### src/rtl/uart_tx_ctrl_if.sv
// Bundle between a byte producer and the UART transmit sequencer:
// payload/config inputs toward the controller, mux select, serial bit,
// parity bit and busy back out.
interface uart_tx_ctrl_if #(
   parameter int DATA_WIDTH = 8
);
   logic [DATA_WIDTH-1:0] P_DATA;
   logic                  DATA_VALID;
   logic                  PAR_EN;
   logic                  PAR_TYP;
   logic [1:0]            MUX_SEL;
   logic                  SER_DATA;
   logic                  PAR_BIT;
   logic                  BUSY;

   // Producer side: drives the payload, observes the frame progress.
   modport master (
      output P_DATA, DATA_VALID, PAR_EN, PAR_TYP,
      input  MUX_SEL, SER_DATA, PAR_BIT, BUSY
   );

   // Controller side.
   modport slave (
      input  P_DATA, DATA_VALID, PAR_EN, PAR_TYP,
      output MUX_SEL, SER_DATA, PAR_BIT, BUSY
   );
endinterface

### src/rtl/uart_tx_ctrl.sv
// UART transmit sequencer. Latches a byte plus parity configuration and walks
// START -> DATA (LSB first) -> optional PARITY -> STOP, one frame bit per
// clock. MUX_SEL and BUSY are decoded from the registered state only; the
// downstream mux adds one cycle of lag which is not compensated here.
module uart_tx_ctrl #(
   parameter int DATA_WIDTH = 8,
   parameter int CNT_WIDTH  = 4
) (
   input  logic           CLK,
   input  logic           RST,   // synchronous, active-low
   uart_tx_ctrl_if.slave  tx
);

   typedef enum logic [2:0] {
      S_IDLE   = 3'd0,
      S_START  = 3'd1,
      S_DATA   = 3'd2,
      S_PARITY = 3'd3,
      S_STOP   = 3'd4
   } state_t;

   localparam logic [CNT_WIDTH-1:0] LAST_CNT = CNT_WIDTH'(DATA_WIDTH - 1);

   state_t                state_q, state_d;
   logic [DATA_WIDTH-1:0] shift_q, shift_d;
   logic [CNT_WIDTH-1:0]  cnt_q,   cnt_d;
   logic                  par_en_q,  par_en_d;
   logic                  par_typ_q, par_typ_d;
   logic                  par_bit_q, par_bit_d;
   logic                  accept;
   logic [1:0]            mux_sel;
   logic                  busy;

   // State and datapath registers; reset abandons any frame in flight.
   always_ff @(posedge CLK) begin
      if (!RST) begin
         state_q   <= S_IDLE;
         shift_q   <= '0;
         cnt_q     <= '0;
         par_en_q  <= 1'b0;
         par_typ_q <= 1'b0;
         par_bit_q <= 1'b0;
      end else begin
         state_q   <= state_d;
         shift_q   <= shift_d;
         cnt_q     <= cnt_d;
         par_en_q  <= par_en_d;
         par_typ_q <= par_typ_d;
         par_bit_q <= par_bit_d;
      end
   end

   // Next-state and datapath update; new payload is only taken in IDLE or STOP.
   always_comb begin
      state_d   = state_q;
      shift_d   = shift_q;
      cnt_d     = cnt_q;
      par_en_d  = par_en_q;
      par_typ_d = par_typ_q;
      par_bit_d = par_bit_q;
      accept    = 1'b0;

      case (state_q)
         S_IDLE: begin
            if (tx.DATA_VALID) accept = 1'b1;
         end
         S_START: begin
            // Shift register still holds the untouched payload here, so the
            // parity re-derived from the latched copies equals the value
            // loaded on accept; the frame's parity stays tied to its own config.
            par_bit_d = (^shift_q) ^ par_typ_q;
            cnt_d     = '0;
            state_d   = S_DATA;
         end
         S_DATA: begin
            shift_d = shift_q >> 1;
            if (cnt_q >= LAST_CNT) begin
               cnt_d   = '0;
               state_d = par_en_q ? S_PARITY : S_STOP;
            end else begin
               cnt_d = cnt_q + 1'b1;
            end
         end
         S_PARITY: begin
            state_d = S_STOP;
         end
         S_STOP: begin
            if (tx.DATA_VALID) accept  = 1'b1;
            else               state_d = S_IDLE;
         end
         default: begin
            state_d = S_IDLE;
            cnt_d   = '0;
         end
      endcase

      if (accept) begin
         shift_d   = tx.P_DATA;
         par_en_d  = tx.PAR_EN;
         par_typ_d = tx.PAR_TYP;
         par_bit_d = (^tx.P_DATA) ^ tx.PAR_TYP;
         state_d   = S_START;
      end
   end

   // Moore output decode from the registered state.
   always_comb begin
      mux_sel = 2'b01;
      busy    = 1'b0;
      case (state_q)
         S_IDLE:   begin mux_sel = 2'b01; busy = 1'b0; end
         S_START:  begin mux_sel = 2'b00; busy = 1'b1; end
         S_DATA:   begin mux_sel = 2'b10; busy = 1'b1; end
         S_PARITY: begin mux_sel = 2'b11; busy = 1'b1; end
         S_STOP:   begin mux_sel = 2'b01; busy = 1'b1; end
         default:  begin mux_sel = 2'b01; busy = 1'b0; end
      endcase
   end

   assign tx.MUX_SEL  = mux_sel;
   assign tx.BUSY     = busy;
   assign tx.SER_DATA = shift_q[0];
   assign tx.PAR_BIT  = par_bit_q;

endmodule

### src/flat_wrapper.sv
// flat-port wrapper written by rule: the top's interface ports become plain ports
module uart_tx_ctrl_flat 
#(
   parameter int DATA_WIDTH = 8,
   parameter int CNT_WIDTH  = 4
)
  (CLK, RST, tx_P_DATA, tx_DATA_VALID, tx_PAR_EN, tx_PAR_TYP, tx_MUX_SEL, tx_SER_DATA, tx_PAR_BIT, tx_BUSY);
  uart_tx_ctrl_if #(.DATA_WIDTH(DATA_WIDTH)) tx_i ();
  input  logic CLK;
  input  logic RST;
  input wire logic [$bits(tx_i.P_DATA)-1:0] tx_P_DATA;
  input wire logic [$bits(tx_i.DATA_VALID)-1:0] tx_DATA_VALID;
  input wire logic [$bits(tx_i.PAR_EN)-1:0] tx_PAR_EN;
  input wire logic [$bits(tx_i.PAR_TYP)-1:0] tx_PAR_TYP;
  output wire logic [$bits(tx_i.MUX_SEL)-1:0] tx_MUX_SEL;
  output wire logic [$bits(tx_i.SER_DATA)-1:0] tx_SER_DATA;
  output wire logic [$bits(tx_i.PAR_BIT)-1:0] tx_PAR_BIT;
  output wire logic [$bits(tx_i.BUSY)-1:0] tx_BUSY;
  assign tx_i.P_DATA = tx_P_DATA;
  assign tx_i.DATA_VALID = tx_DATA_VALID;
  assign tx_i.PAR_EN = tx_PAR_EN;
  assign tx_i.PAR_TYP = tx_PAR_TYP;
  assign tx_MUX_SEL = tx_i.MUX_SEL;
  assign tx_SER_DATA = tx_i.SER_DATA;
  assign tx_PAR_BIT = tx_i.PAR_BIT;
  assign tx_BUSY = tx_i.BUSY;
  uart_tx_ctrl #(.DATA_WIDTH(DATA_WIDTH), .CNT_WIDTH(CNT_WIDTH)) u_core (.CLK(CLK), .RST(RST), .tx(tx_i));
endmodule
### config.mk
export PLATFORM = sky130hd
export DESIGN_NAME = uart_tx_ctrl_flat
export DESIGN_NICKNAME = d
export VERILOG_FILES = /design/src/rtl/uart_tx_ctrl_if.sv /design/src/rtl/uart_tx_ctrl.sv /design/src/flat_wrapper.sv
export SDC_FILE = /design/constraint.sdc
export NUM_CORES = 1
export LEC_CHECK = 0
export CORE_UTILIZATION = 40
export CTS_CLUSTER_DIAMETER = 150
export DETAILED_ROUTE_END_ITERATION = 16
export DONT_BUFFER_PORTS = 1
export PLACE_DENSITY = 0.61
export SLEW_MARGIN = 20
export SYNTH_ARGS = -nofsm -noshare
export SYNTH_HDL_FRONTEND = slang
export SYNTH_SLANG_ARGS = --single-unit
### constraint.sdc
create_clock -name CLK -period 1.65 [get_ports CLK]
set_input_delay 0.2475 -clock CLK [delete_from_list [all_inputs] [get_ports CLK]]
set_output_delay 0.2475 -clock CLK [all_outputs]
set_load 0.02 [all_outputs]
==> results.cfg <==
[sta]
rsz0062_at_grt = false
finalSetupTns_ns = 0
skew_ns = 0.00327
fmax_mhz = 655
final_hold_viol_count = 0
drv_slew = 0
period_share_pct = 92.5
slew_headroom_pct = 67.4
setup_viol = 0
worstMarginPinSlew_ns = 0.488
min_period_ns = 1.53

[yosys]
ys.flop_type = dfxtp_1
syn_area_per_cell_um2 = 8.97
netlist_area_um2 = 968
synthCells = 108
yosys_warnings = 0
syn-num-nets = 122
synth.distinct_cells = 30
synth_edf_count = 0
synth-seq-area-share_pct = 37.2
async_flop_share_pct = 0
ys_ff_latch = 18

[min_path]
hold_path_class = input pin to flop

[setup_path]
max_stage_delay_ns = 0.39
cpMaxStageDelayCell = dfxtp_2
critical_path_class = flop to primary output
cp_data_arrival_time_ns = 1.28
start_kind = flop
cp.required_ns = 1.40
critPathMaxFanout = 5
cp_cell_sequence = nand2b_4 > inv_1 > a21oi_1 > nand2_1
critPathCaptureType = primary output

[routing]
vias = 782
wl_um = 1890
via_per_inst = 5.55
wl_per_cell_um = 13.4
drtAntennaViolNets = 0
drtIter0Drc = 10
drc_errors = 0
dr.pass1.iters = 4

[clocking]
clockRootBuffer = clkbuf_4
clock_latency_ns = 0.30
cts_hold_buf = 0
clk_path_buf_depth = 2
cts_tree = yes
path_clk_slew_ns = 0.11
cts_sinks = 18
cts_buffers = 3
htreeDepth = 1

[floorplan]
die_area_um2 = 2620
core-area_um2 = 2250
die-height_um = 51.2
start_util_pct = 43.0
die_w_um = 51.2
io_pins = 18
rows = 17

[final_layout]
mostFrequentLayoutCells = nand2_1 (20), dfxtp_1 (16), nor2_1 (11)
fill_cells = 247
final_common_cell = nand2_1
final_cells = 141
drive_above_1_share_pct = 15.0
seq_area_um2 = 363
multiInputGateArea_um2 = 588
syn_to_final_growth_pct = 10.6
fin_nets = 128
antenna_cells = 0

[status]
status = complete, no violations

[placed_design]
gp_congestion = 0.776
dp_cells = 137
port_buffers = 0
dp_hpwl_um = 1360

[grt]
antenna_found_initial = 0
grt-ovfl-total = 0
grtUsageTotal_pct = 16.9
grt_pass1_wl_um = 3250
grt_max_degree = 16
grt_pass1_vias = 726

[pwr]
power_leakage_nw = 0.428
power_per_cell_area_nw_per_um2 = 1130
irDropWorstVdd_mv = 0.505

[run]
cap_violations = 0
-- state kept, by name (all words and copies together), names as in the netlist --
register	cells
u_core.shift_q	8
u_core.par_en_q	1
u_core.tx.PAR_BIT	1
u_core.par_typ_q	1
u_core.cnt_q	4
u_core.state_q	3
-- per-layer routing --
metal  wire length (um)  part of all wire, %  track usage, %  up-vias
li1                   -                    -               -      390
met3                137                  7.2            6.85        5
met2                879                   46            27.4       21
met1                851                   45            19.6      366
met4                 24                  1.3            6.94        0
met5                  0                    0               0        -
-- report_power, final --
part / total [mW] / switching (mW) / leakage, nW / internal, mW
clock network: 0.280 / 0.145 / 0.0210 / 0.135
registers: 0.548 / 0.0634 / 0.149 / 0.485
logic: 0.384 / 0.186 / 0.259 / 0.198
total: 1.21 / 0.395 / 0.428 / 0.817
-- worst max-delay path, delay by kind of cell (launching register included) --
| kind | cells | cell delay (ns) |
|---|---|---|
| DFF | 1 | 0.39 |
| and+or+nand+nor | 2 | 0.34 |
| AOI/OAI and AO/OA | 1 | 0.19 |
| buffers and inverters | 1 | 0.07 |
-- cells in the mapped netlist (all sizes together) (3+ instances only) --
library cell   n  area, um2
xor2           3       26.3
a311oi         6       52.6
nand2         21       78.8
inv            3       11.3
buf            3       17.5
a21oi          9       48.8
nand2b         3       18.8
dfxtp         18        360
xnor2          7       61.3
nor2          12       45.0
-- layout make-up --
class / count / share of cell area, %
repair buffers: 5 / 3.50
inverters: 3 / 1.05
flip-flops and latches: 18 / 33.9
well taps: 28 / 3.27
clock buffers: 4 / 3.39
multi-input cells: 83 / 54.9
-- kinds of logic after synthesis --
kind of cell    Yosys count  share of synthesized area, %
xor+xnor                 13                          16.1
simple gates             43                          19.6
compound gates           24                          20.3
flops                    18                          37.2
buf+inv                   7                          3.36
fa+ha+maj                 1                          1.29
mux                       2                          2.07
-- final timing paths --
check                           depth (start not counted)  slack (ns)           endpoint              start
worst max register to register                          4        0.14  u_core.tx.PAR_BIT  u_core.shift_q[7]
worst max-delay path                                    4        0.12      tx_MUX_SEL[0]  u_core.state_q[2]
worst min-delay path                                    2        0.04  u_core.state_q[2]                RST
worst min register to register                          2        0.47    u_core.par_en_q    u_core.par_en_q
-- stage by stage --
| stage | utilization (%) | hold slack (ns) | worst slack, ns | cell area [um2] | total power [mW] |
|---|---|---|---|---|---|
| floorplan | - | 0.366 | 0.156 | 968 | 0.864 |
| global placement | 45.2 | 0.369 | 0.118 | 1020 | 0.933 |
| detailed placement | 45.2 | 0.371 | 0.0864 | 1020 | 0.935 |
| CTS | 47.2 | 0.0440 | 0.0135 | 1060 | 1.22 |
| global route | 47.5 | 0.0251 | 0.0109 | 1070 | 1.29 |
| finish | 47.5 | 0.0401 | 0.124 | 1070 | 1.21 |
-- timing repair --
item | 4_1_cts | 5_1_grt
pin swaps | 0 | 0
endpoints found under the setup margin | 1 | 3
cloned | 0 | 0
buffers inserted | 0 | 0
gates resized for setup | 1 | 4
No activity file was read; power rests on OpenSTA's default activity.
